### config.mk
export PLATFORM = sky130hd
export DESIGN_NAME = id_ex_stage_flat
export DESIGN_NICKNAME = d
export VERILOG_FILES = /design/src/rtl/id_ex_stage_pkg.sv /design/src/rtl/id_ex_stage_if.sv /design/src/rtl/id_ex_stage_hazard_detect.sv /design/src/rtl/id_ex_stage.sv /design/src/flat_wrapper.sv
export SDC_FILE = /design/constraint.sdc
export NUM_CORES = 1
export LEC_CHECK = 0
export CAP_MARGIN = 10
export CELL_PAD_IN_SITES_DETAIL_PLACEMENT = 2
export CELL_PAD_IN_SITES_GLOBAL_PLACEMENT = 2
export CORE_ASPECT_RATIO = 0.7
export CORE_UTILIZATION = 24
export CTS_CLUSTER_DIAMETER = 80
export CTS_CLUSTER_SIZE = 28
export DETAILED_ROUTE_END_ITERATION = 10
export HOLD_SLACK_MARGIN = 0.03
export PLACE_DENSITY = 0.85
export SLEW_MARGIN = 30
export SYNTH_ARGS = -nofsm -noshare
export SYNTH_HDL_FRONTEND = slang
export SYNTH_SLANG_ARGS = --single-unit
export TNS_END_PERCENT = 20
### constraint.sdc
create_clock -name clock -period 7.8 [get_ports clock]
set_input_delay 1.17 -clock clock [delete_from_list [all_inputs] [get_ports clock]]
set_output_delay 1.17 -clock clock [all_outputs]
set_load 0.05 [all_outputs]
### src/rtl/id_ex_stage_pkg.sv
// Shared RV32 pipeline constants and the ID/EX slot layout.
// Imported by the ID/EX register, its hazard detector and its interface.
package rv_pipe_pkg;
  localparam int XLEN       = 32;
  localparam int REG_ADDR_W = 5;
  localparam int CTRL_W     = 8;
  localparam int CNT_W      = 16;

  localparam logic [REG_ADDR_W-1:0] X0 = '0;

  typedef struct packed {
    logic                  valid;
    logic [XLEN-1:0]       pc;
    logic [REG_ADDR_W-1:0] rs1;
    logic [REG_ADDR_W-1:0] rs2;
    logic [REG_ADDR_W-1:0] rd;
    logic [XLEN-1:0]       imm;
    logic [XLEN-1:0]       op_a;
    logic [XLEN-1:0]       op_b;
    logic [CTRL_W-1:0]     ctrl;
    logic                  reg_write;
    logic                  mem_read;
    logic                  mem_write;
  } ex_slot_t;

  // A bubble is an all-zero slot: invalid and with no side effects.
  localparam ex_slot_t EX_BUBBLE = '0;
endpackage

### src/rtl/id_ex_stage_if.sv
// Bundle between decode/regfile/WB/control and the ID/EX register.
// slave = the stage itself, master = whoever drives decode and observes EX.
interface id_ex_stage_if;
  import rv_pipe_pkg::*;

  logic                  id_valid;
  logic [XLEN-1:0]       id_pc;
  logic [REG_ADDR_W-1:0] id_rs1;
  logic [REG_ADDR_W-1:0] id_rs2;
  logic                  id_use_rs2;
  logic [REG_ADDR_W-1:0] id_rd;
  logic [XLEN-1:0]       id_imm;
  logic [CTRL_W-1:0]     id_ctrl;
  logic                  id_reg_write;
  logic                  id_mem_read;
  logic                  id_mem_write;
  logic [XLEN-1:0]       rf_data_1;
  logic [XLEN-1:0]       rf_data_2;
  logic                  wb_write;
  logic [REG_ADDR_W-1:0] wb_address;
  logic [XLEN-1:0]       wb_data;
  logic                  hold;
  logic                  flush;

  logic                  stall_req;
  logic                  ex_valid;
  logic [XLEN-1:0]       ex_pc;
  logic [XLEN-1:0]       ex_imm;
  logic [REG_ADDR_W-1:0] ex_rs1;
  logic [REG_ADDR_W-1:0] ex_rs2;
  logic [REG_ADDR_W-1:0] ex_rd;
  logic [XLEN-1:0]       ex_op_a;
  logic [XLEN-1:0]       ex_op_b;
  logic [CTRL_W-1:0]     ex_ctrl;
  logic                  ex_reg_write;
  logic                  ex_mem_read;
  logic                  ex_mem_write;
  logic [CNT_W-1:0]      bubble_count;

  modport slave (
    input  id_valid, id_pc, id_rs1, id_rs2, id_use_rs2, id_rd, id_imm, id_ctrl,
           id_reg_write, id_mem_read, id_mem_write, rf_data_1, rf_data_2,
           wb_write, wb_address, wb_data, hold, flush,
    output stall_req, ex_valid, ex_pc, ex_imm, ex_rs1, ex_rs2, ex_rd, ex_op_a,
           ex_op_b, ex_ctrl, ex_reg_write, ex_mem_read, ex_mem_write, bubble_count
  );

  modport master (
    output id_valid, id_pc, id_rs1, id_rs2, id_use_rs2, id_rd, id_imm, id_ctrl,
           id_reg_write, id_mem_read, id_mem_write, rf_data_1, rf_data_2,
           wb_write, wb_address, wb_data, hold, flush,
    input  stall_req, ex_valid, ex_pc, ex_imm, ex_rs1, ex_rs2, ex_rd, ex_op_a,
           ex_op_b, ex_ctrl, ex_reg_write, ex_mem_read, ex_mem_write, bubble_count
  );
endinterface

### src/rtl/id_ex_stage_hazard_detect.sv
// Load-use hazard detector: a load in EX whose rd is read by the instruction in ID.
// Purely combinational; the stall request is masked when flush or hold already governs upstream.
module hazard_detect
  import rv_pipe_pkg::*;
(
    input  logic                  id_valid_i,
    input  logic [REG_ADDR_W-1:0] id_rs1_i,
    input  logic [REG_ADDR_W-1:0] id_rs2_i,
    input  logic                  id_use_rs2_i,
    input  logic                  ex_valid_i,
    input  logic                  ex_mem_read_i,
    input  logic [REG_ADDR_W-1:0] ex_rd_i,
    input  logic                  flush_i,
    input  logic                  hold_i,
    output logic                  lu_o,
    output logic                  stall_req_o
);
    assign lu_o = id_valid_i && ex_valid_i && ex_mem_read_i && (ex_rd_i != X0) &&
                  ((ex_rd_i == id_rs1_i) || (id_use_rs2_i && (ex_rd_i == id_rs2_i)));

    assign stall_req_o = lu_o && !flush_i && !hold_i;
endmodule

### src/rtl/id_ex_stage.sv
// ID->EX pipeline register with WB same-cycle bypass, load-use bubbling,
// hold/flush handling and a saturating bubble counter.
module id_ex_stage
  import rv_pipe_pkg::*;
(
    input  logic         clock,
    input  logic         reset,
    id_ex_stage_if.slave bus
);
    ex_slot_t         slot_q, slot_d, id_slot;
    logic [CNT_W-1:0] cnt_q, cnt_d;
    logic             lu;

    // The register file cannot see a write landing this same cycle, so WB wins over it; x0 is hardwired.
    function automatic logic [XLEN-1:0] read_operand(
        input logic [REG_ADDR_W-1:0] rs,
        input logic                  wr,
        input logic [REG_ADDR_W-1:0] wa,
        input logic [XLEN-1:0]       wd,
        input logic [XLEN-1:0]       rf
    );
        if (rs == X0)             return '0;
        else if (wr && (wa == rs)) return wd;
        else                      return rf;
    endfunction

    function automatic logic [CNT_W-1:0] sat_inc(input logic [CNT_W-1:0] c);
        return (&c) ? c : c + 1'b1;
    endfunction

    hazard_detect u_hazard (
        .id_valid_i    (bus.id_valid),
        .id_rs1_i      (bus.id_rs1),
        .id_rs2_i      (bus.id_rs2),
        .id_use_rs2_i  (bus.id_use_rs2),
        .ex_valid_i    (slot_q.valid),
        .ex_mem_read_i (slot_q.mem_read),
        .ex_rd_i       (slot_q.rd),
        .flush_i       (bus.flush),
        .hold_i        (bus.hold),
        .lu_o          (lu),
        .stall_req_o   (bus.stall_req)
    );

    always_comb begin
        id_slot           = EX_BUBBLE;
        id_slot.valid     = bus.id_valid;
        id_slot.pc        = bus.id_pc;
        id_slot.rs1       = bus.id_rs1;
        id_slot.rs2       = bus.id_rs2;
        id_slot.rd        = bus.id_rd;
        id_slot.imm       = bus.id_imm;
        id_slot.op_a      = read_operand(bus.id_rs1, bus.wb_write, bus.wb_address,
                                         bus.wb_data, bus.rf_data_1);
        id_slot.op_b      = read_operand(bus.id_rs2, bus.wb_write, bus.wb_address,
                                         bus.wb_data, bus.rf_data_2);
        id_slot.ctrl      = bus.id_ctrl;
        id_slot.reg_write = bus.id_reg_write && bus.id_valid;
        id_slot.mem_read  = bus.id_mem_read  && bus.id_valid;
        id_slot.mem_write = bus.id_mem_write && bus.id_valid;
    end

    // Priority: flush beats hold so a redirected instruction never executes.
    always_comb begin
        slot_d = slot_q;
        cnt_d  = cnt_q;
        if (bus.flush) begin
            slot_d = EX_BUBBLE;
            cnt_d  = sat_inc(cnt_q);
        end else if (bus.hold) begin
            slot_d = slot_q;
        end else if (lu) begin
            slot_d = EX_BUBBLE;
            cnt_d  = sat_inc(cnt_q);
        end else begin
            slot_d = id_slot;
        end
    end

    // ---- ID/EX boundary ----
    always_ff @(posedge clock or posedge reset) begin
        if (reset) begin
            slot_q <= EX_BUBBLE;
            cnt_q  <= '0;
        end else begin
            slot_q <= slot_d;
            cnt_q  <= cnt_d;
        end
    end

    assign bus.ex_valid     = slot_q.valid;
    assign bus.ex_pc        = slot_q.pc;
    assign bus.ex_imm       = slot_q.imm;
    assign bus.ex_rs1       = slot_q.rs1;
    assign bus.ex_rs2       = slot_q.rs2;
    assign bus.ex_rd        = slot_q.rd;
    assign bus.ex_op_a      = slot_q.op_a;
    assign bus.ex_op_b      = slot_q.op_b;
    assign bus.ex_ctrl      = slot_q.ctrl;
    assign bus.ex_reg_write = slot_q.reg_write;
    assign bus.ex_mem_read  = slot_q.mem_read;
    assign bus.ex_mem_write = slot_q.mem_write;
    assign bus.bubble_count = cnt_q;
endmodule

### src/flat_wrapper.sv
// flat-port wrapper written by rule: the top's interface ports become plain ports
module id_ex_stage_flat import rv_pipe_pkg::*;
  (clock, reset, bus_id_valid, bus_id_pc, bus_id_rs1, bus_id_rs2, bus_id_use_rs2, bus_id_rd, bus_id_imm, bus_id_ctrl, bus_id_reg_write, bus_id_mem_read, bus_id_mem_write, bus_rf_data_1, bus_rf_data_2, bus_wb_write, bus_wb_address, bus_wb_data, bus_hold, bus_flush, bus_stall_req, bus_ex_valid, bus_ex_pc, bus_ex_imm, bus_ex_rs1, bus_ex_rs2, bus_ex_rd, bus_ex_op_a, bus_ex_op_b, bus_ex_ctrl, bus_ex_reg_write, bus_ex_mem_read, bus_ex_mem_write, bus_bubble_count);
  id_ex_stage_if bus_i ();
  input  logic clock;
  input  logic reset;
  input wire logic [$bits(bus_i.id_valid)-1:0] bus_id_valid;
  input wire logic [$bits(bus_i.id_pc)-1:0] bus_id_pc;
  input wire logic [$bits(bus_i.id_rs1)-1:0] bus_id_rs1;
  input wire logic [$bits(bus_i.id_rs2)-1:0] bus_id_rs2;
  input wire logic [$bits(bus_i.id_use_rs2)-1:0] bus_id_use_rs2;
  input wire logic [$bits(bus_i.id_rd)-1:0] bus_id_rd;
  input wire logic [$bits(bus_i.id_imm)-1:0] bus_id_imm;
  input wire logic [$bits(bus_i.id_ctrl)-1:0] bus_id_ctrl;
  input wire logic [$bits(bus_i.id_reg_write)-1:0] bus_id_reg_write;
  input wire logic [$bits(bus_i.id_mem_read)-1:0] bus_id_mem_read;
  input wire logic [$bits(bus_i.id_mem_write)-1:0] bus_id_mem_write;
  input wire logic [$bits(bus_i.rf_data_1)-1:0] bus_rf_data_1;
  input wire logic [$bits(bus_i.rf_data_2)-1:0] bus_rf_data_2;
  input wire logic [$bits(bus_i.wb_write)-1:0] bus_wb_write;
  input wire logic [$bits(bus_i.wb_address)-1:0] bus_wb_address;
  input wire logic [$bits(bus_i.wb_data)-1:0] bus_wb_data;
  input wire logic [$bits(bus_i.hold)-1:0] bus_hold;
  input wire logic [$bits(bus_i.flush)-1:0] bus_flush;
  output wire logic [$bits(bus_i.stall_req)-1:0] bus_stall_req;
  output wire logic [$bits(bus_i.ex_valid)-1:0] bus_ex_valid;
  output wire logic [$bits(bus_i.ex_pc)-1:0] bus_ex_pc;
  output wire logic [$bits(bus_i.ex_imm)-1:0] bus_ex_imm;
  output wire logic [$bits(bus_i.ex_rs1)-1:0] bus_ex_rs1;
  output wire logic [$bits(bus_i.ex_rs2)-1:0] bus_ex_rs2;
  output wire logic [$bits(bus_i.ex_rd)-1:0] bus_ex_rd;
  output wire logic [$bits(bus_i.ex_op_a)-1:0] bus_ex_op_a;
  output wire logic [$bits(bus_i.ex_op_b)-1:0] bus_ex_op_b;
  output wire logic [$bits(bus_i.ex_ctrl)-1:0] bus_ex_ctrl;
  output wire logic [$bits(bus_i.ex_reg_write)-1:0] bus_ex_reg_write;
  output wire logic [$bits(bus_i.ex_mem_read)-1:0] bus_ex_mem_read;
  output wire logic [$bits(bus_i.ex_mem_write)-1:0] bus_ex_mem_write;
  output wire logic [$bits(bus_i.bubble_count)-1:0] bus_bubble_count;
  assign bus_i.id_valid = bus_id_valid;
  assign bus_i.id_pc = bus_id_pc;
  assign bus_i.id_rs1 = bus_id_rs1;
  assign bus_i.id_rs2 = bus_id_rs2;
  assign bus_i.id_use_rs2 = bus_id_use_rs2;
  assign bus_i.id_rd = bus_id_rd;
  assign bus_i.id_imm = bus_id_imm;
  assign bus_i.id_ctrl = bus_id_ctrl;
  assign bus_i.id_reg_write = bus_id_reg_write;
  assign bus_i.id_mem_read = bus_id_mem_read;
  assign bus_i.id_mem_write = bus_id_mem_write;
  assign bus_i.rf_data_1 = bus_rf_data_1;
  assign bus_i.rf_data_2 = bus_rf_data_2;
  assign bus_i.wb_write = bus_wb_write;
  assign bus_i.wb_address = bus_wb_address;
  assign bus_i.wb_data = bus_wb_data;
  assign bus_i.hold = bus_hold;
  assign bus_i.flush = bus_flush;
  assign bus_stall_req = bus_i.stall_req;
  assign bus_ex_valid = bus_i.ex_valid;
  assign bus_ex_pc = bus_i.ex_pc;
  assign bus_ex_imm = bus_i.ex_imm;
  assign bus_ex_rs1 = bus_i.ex_rs1;
  assign bus_ex_rs2 = bus_i.ex_rs2;
  assign bus_ex_rd = bus_i.ex_rd;
  assign bus_ex_op_a = bus_i.ex_op_a;
  assign bus_ex_op_b = bus_i.ex_op_b;
  assign bus_ex_ctrl = bus_i.ex_ctrl;
  assign bus_ex_reg_write = bus_i.ex_reg_write;
  assign bus_ex_mem_read = bus_i.ex_mem_read;
  assign bus_ex_mem_write = bus_i.ex_mem_write;
  assign bus_bubble_count = bus_i.bubble_count;
  id_ex_stage u_core (.clock(clock), .reset(reset), .bus(bus_i));
endmodule
==> impl_results.md <==
* Status: complete, no violations
* Clk pwr share at 0.349
* Post-DP Area at 11,390 um2
* Worst-margin pin slew at 0.9487 ns
* Overall routing resource usage at 0.1922
* CTS clk-pin slew, worst paths at 0.07 ns
* Final Skew at 0.01236 ns
* Worst reg2reg endpoint: u_core.bus.ex_pc[11]
* Wire per inst at 21.39 um
* Via Count at 6,305
* Crit. Startpoint: bus_id_rs2[1]
* Number of global-route vias before repair at 7,216
* CTS Hold Bufs at 0
* Fin cells at 1,378
* CP Capture Type: primary output
* Endpoints failing hold at 0
* Largest net degree at the start of global routing at 83
* Worst vdd ir at 0.1319 mV
* Setup CP Type: input port to primary output
* Syn_nets at 793
* Clk Tree Root Cell: clkbuf_16
* Via/cell ratio at 4.575
* Area Growth Syn to Fin at 64.15%
* Die W at 210.5 um
* Syn avg cell area at 12.30 um2
* Post-route cell area at 11,990 um2
* GPL Wtd Cong at 0.7512
* Power share of the combinational group at 0.255
* PwrDens at 212.3 nW/um2
* Net Switching at 0.8547 mW
* Worst path required time at 6.63 ns
* IO buf count at 369
* Final period util at 0.6032
* Share of cells above drive strength 1 at 0.06432
* Post-Syn Area at 7305 um2
* Fmax achieved at 212.6 MHz
* Initial DRC Count at 216
* Initial antenna violation count at 2
* Top cells by area, synth: dfrtp_1, a22o_1, mux2i_1
* Yosys Warn Count at 0
* Initial Util at 0.2437
* Register bit total from synthesis at 171
* Post_cts resized at 0
* Placement Rows at 53
* Hold Crit Class: flip-flop to flip-flop
* H-tree levels at 4
* NumNets Final at 1,150
* DPL Wire Length at 21,770 um
* Sequential power share at 0.396
* Final TNS setup at 0 ns
* CTS Buffer Depth at 2
* Reg2reg setup slack at 4.97 ns
* Yosys cell types at 34
* Grt total ovfl at 0
* # placed instances at 1,344
* Startpoint class of the critical path: input port
* Reg2Reg Depth at 7
* Critical path endpoint: bus_stall_req
* Routed Antenna Nets at 0
* Post-CTS Setup Bufs at 0
* Die area at 31,150 um2
* Routed WL at 29,470 um
* Die Y-Extent at 148.0 um
* Post-route DRC at 0
* CTS tree: yes
* Switching part of the total at 0.3357
* First-pass GRT wire length at 44,640 um
* Cell internal pwr at 1.691 mW
* Syn Inst Count at 594
* Setup violations, final at 0
* WP data arrival at 3.53 ns
* Sink Count at 171
* Register area share after synthesis at 0.5858
* Pins Over Slew Limit at 0
* Num CTS Buffers at 17
* Reg2reg start: u_core.bus.ex_rd[0]
* Unrepaired setup endpoints after global routing: no
* Util after Layout at 0.4000
* Crit path max fanout at 4
* Worst skew pair latency at 0.45 ns
* Period minus WS final at 4.705 ns
* Slew headroom at 0.3675
* CORE AREA at 29,970 um2
* Pwr Total at 2.546 mW
* Area leader, netlist: dfrtp_1
* Static Leakage at 4.873 nW
* Top-area cell type share of the netlist area at 0.5858
* First-pass DRT Iterations at 4
* Io pins at 370
* Max-cap violations at 0
## worst min path at each step
stage | startpoint | to | slack [ns] | cells past startpoint
after floorplan | u_core.bus.ex_op_b[19] | u_core.bus.ex_op_b[19] | 0.75 | 2
after global placement | u_core.bus.ex_op_b[30] | u_core.bus.ex_op_b[30] | 0.46 | 2
after detailed placement | u_core.bus.ex_op_a[27] | u_core.bus.ex_op_a[27] | 0.47 | 2
after CTS | u_core.bus.ex_op_b[8] | u_core.bus.ex_op_b[8] | 0.49 | 2
after global routing | u_core.bus.ex_imm[23] | u_core.bus.ex_imm[23] | 0.52 | 1
final | u_core.bus.ex_op_a[27] | u_core.bus.ex_op_a[27] | 0.49 | 2
## through the flow
| step | hold WS, ns | setup slack, ns |
|---|---|---|
| 5_1_grt | 0.5220 | 2.972 |
| 4_1_cts | 0.4904 | 3.100 |
| 6_report | 0.4879 | 3.095 |
| 2_1_floorplan | 0.7486 | 1.998 |
| 3_5_place_dp | 0.4734 | 3.130 |
| 3_3_place_gp | 0.4620 | 3.159 |
## critical path, stage by stage
cell	delay, ns
clkdlybuf4s50_1	0.62
xnor2_1	0.16
nand4_1	0.20
o22ai_4	0.27
nand2_1	0.08
nor3_1	0.17
clkdlybuf4s50_1	0.85
## sequential cells by signal, indices dropped and copies added (netlist names)
register and flops:
u_core.bus.ex_reg_write 1, u_core.bus.ex_rs1 5, u_core.bus.ex_mem_write 1, u_core.bus.ex_ctrl 8, u_core.bus.ex_mem_read 1, u_core.bus.ex_op_b 32, u_core.bus.ex_imm 32, u_core.bus.ex_op_a 32
u_core.bus.ex_valid 1, u_core.bus.ex_rs2 5, u_core.bus.bubble_count 16, u_core.bus.ex_pc 32, u_core.bus.ex_rd 5
## cell families (layout without fill, tap and decap cells)
kind of cell / count (synthesis) / after routing / synth area share
adders and majority gates: 1 / 1 / 0.001713
buffers and inverters: 48 / 418 / 0.04094
xor gates and xnor gates: 35 / 35 / 0.04197
and+or+nand+nor: 112 / 112 / 0.07143
other: 0 / 2 / 0
muxes: 65 / 65 / 0.08924
AOI/OAI and AO/OA: 162 / 162 / 0.1689
DFF: 171 / 171 / 0.5858
## power by group through the flow
| stage | registers (mW) | clock network, mW | logic, mW |
|---|---|---|---|
| floorplan | 1.24 | 0 | 0.136 |
| global placement | 1.02 | 0 | 0.639 |
| detailed placement | 1.02 | 0 | 0.654 |
| CTS | 1.01 | 0.922 | 0.659 |
| global route | 1.02 | 0.950 | 0.683 |
| finish | 1.01 | 0.889 | 0.649 |
## layer usage
| metal | track usage | up-vias | part of all wire |
|---|---|---|---|
| met4 | 0.06775 | 0 | 0.016 |
| met5 | 0 | - | 0 |
| met3 | 0.05396 | 27 | 0.062 |
| met1 | 0.2306 | 3209 | 0.42 |
| met2 | 0.3298 | 205 | 0.50 |
| li1 | - | 2864 | - |
## synth_stat cells
library cell / count
a211oi_4: 1
a21boi_2: 1
a21oi_4: 1
a22o_1: 88
a32o_1: 3
a32oi_4: 1
and3_1: 2
buf_2: 8
buf_4: 6
buf_6: 10
buf_8: 1
clkbuf_1: 17
dfrtp_1: 171
ha_1: 1
inv_1: 6
mux2_1: 1
mux2i_1: 64
nand2_1: 73
nand3_1: 8
nand4_1: 3
nand4_2: 1
nor2_1: 6
nor2_2: 1
nor3_1: 2
nor3_2: 6
nor4_1: 7
o21ai_0: 22
o21ai_1: 42
o21ai_2: 2
o22ai_4: 1
or3_1: 1
or4_1: 2
xnor2_1: 16
xor2_1: 19
## cell usage in the layout (no fill, tap or decap), types with 6 or more instances in the layout
| cell type | Yosys | layout |
|---|---|---|
| nor4_1 | 7 | 7 |
| nand2_1 | 73 | 73 |
| a22o_1 | 88 | 88 |
| nor3_2 | 6 | 6 |
| nand3_1 | 8 | 8 |
| xor2_1 | 19 | 19 |
| clkbuf_16 | 0 | 17 |
| xnor2_1 | 16 | 16 |
| mux2i_1 | 64 | 64 |
| buf_4 | 6 | 8 |
| o21ai_0 | 22 | 22 |
| dfrtp_1 | 171 | 171 |
| o21ai_1 | 42 | 42 |
| clkdlybuf4s50_1 | 0 | 369 |
## cell type report
type                    instances  area [um2]
multi-input cells             375        2744
flip-flops and latches        171        4279
diodes                          2       5.005
clock inverters                14       160.2
repair buffers                380        3820
clock buffers                  18       439.2
inverters                       6       27.53
fillers                      3103       17980
well taps                     412       515.5
Note: power is estimated with default switching activity, not from simulation.
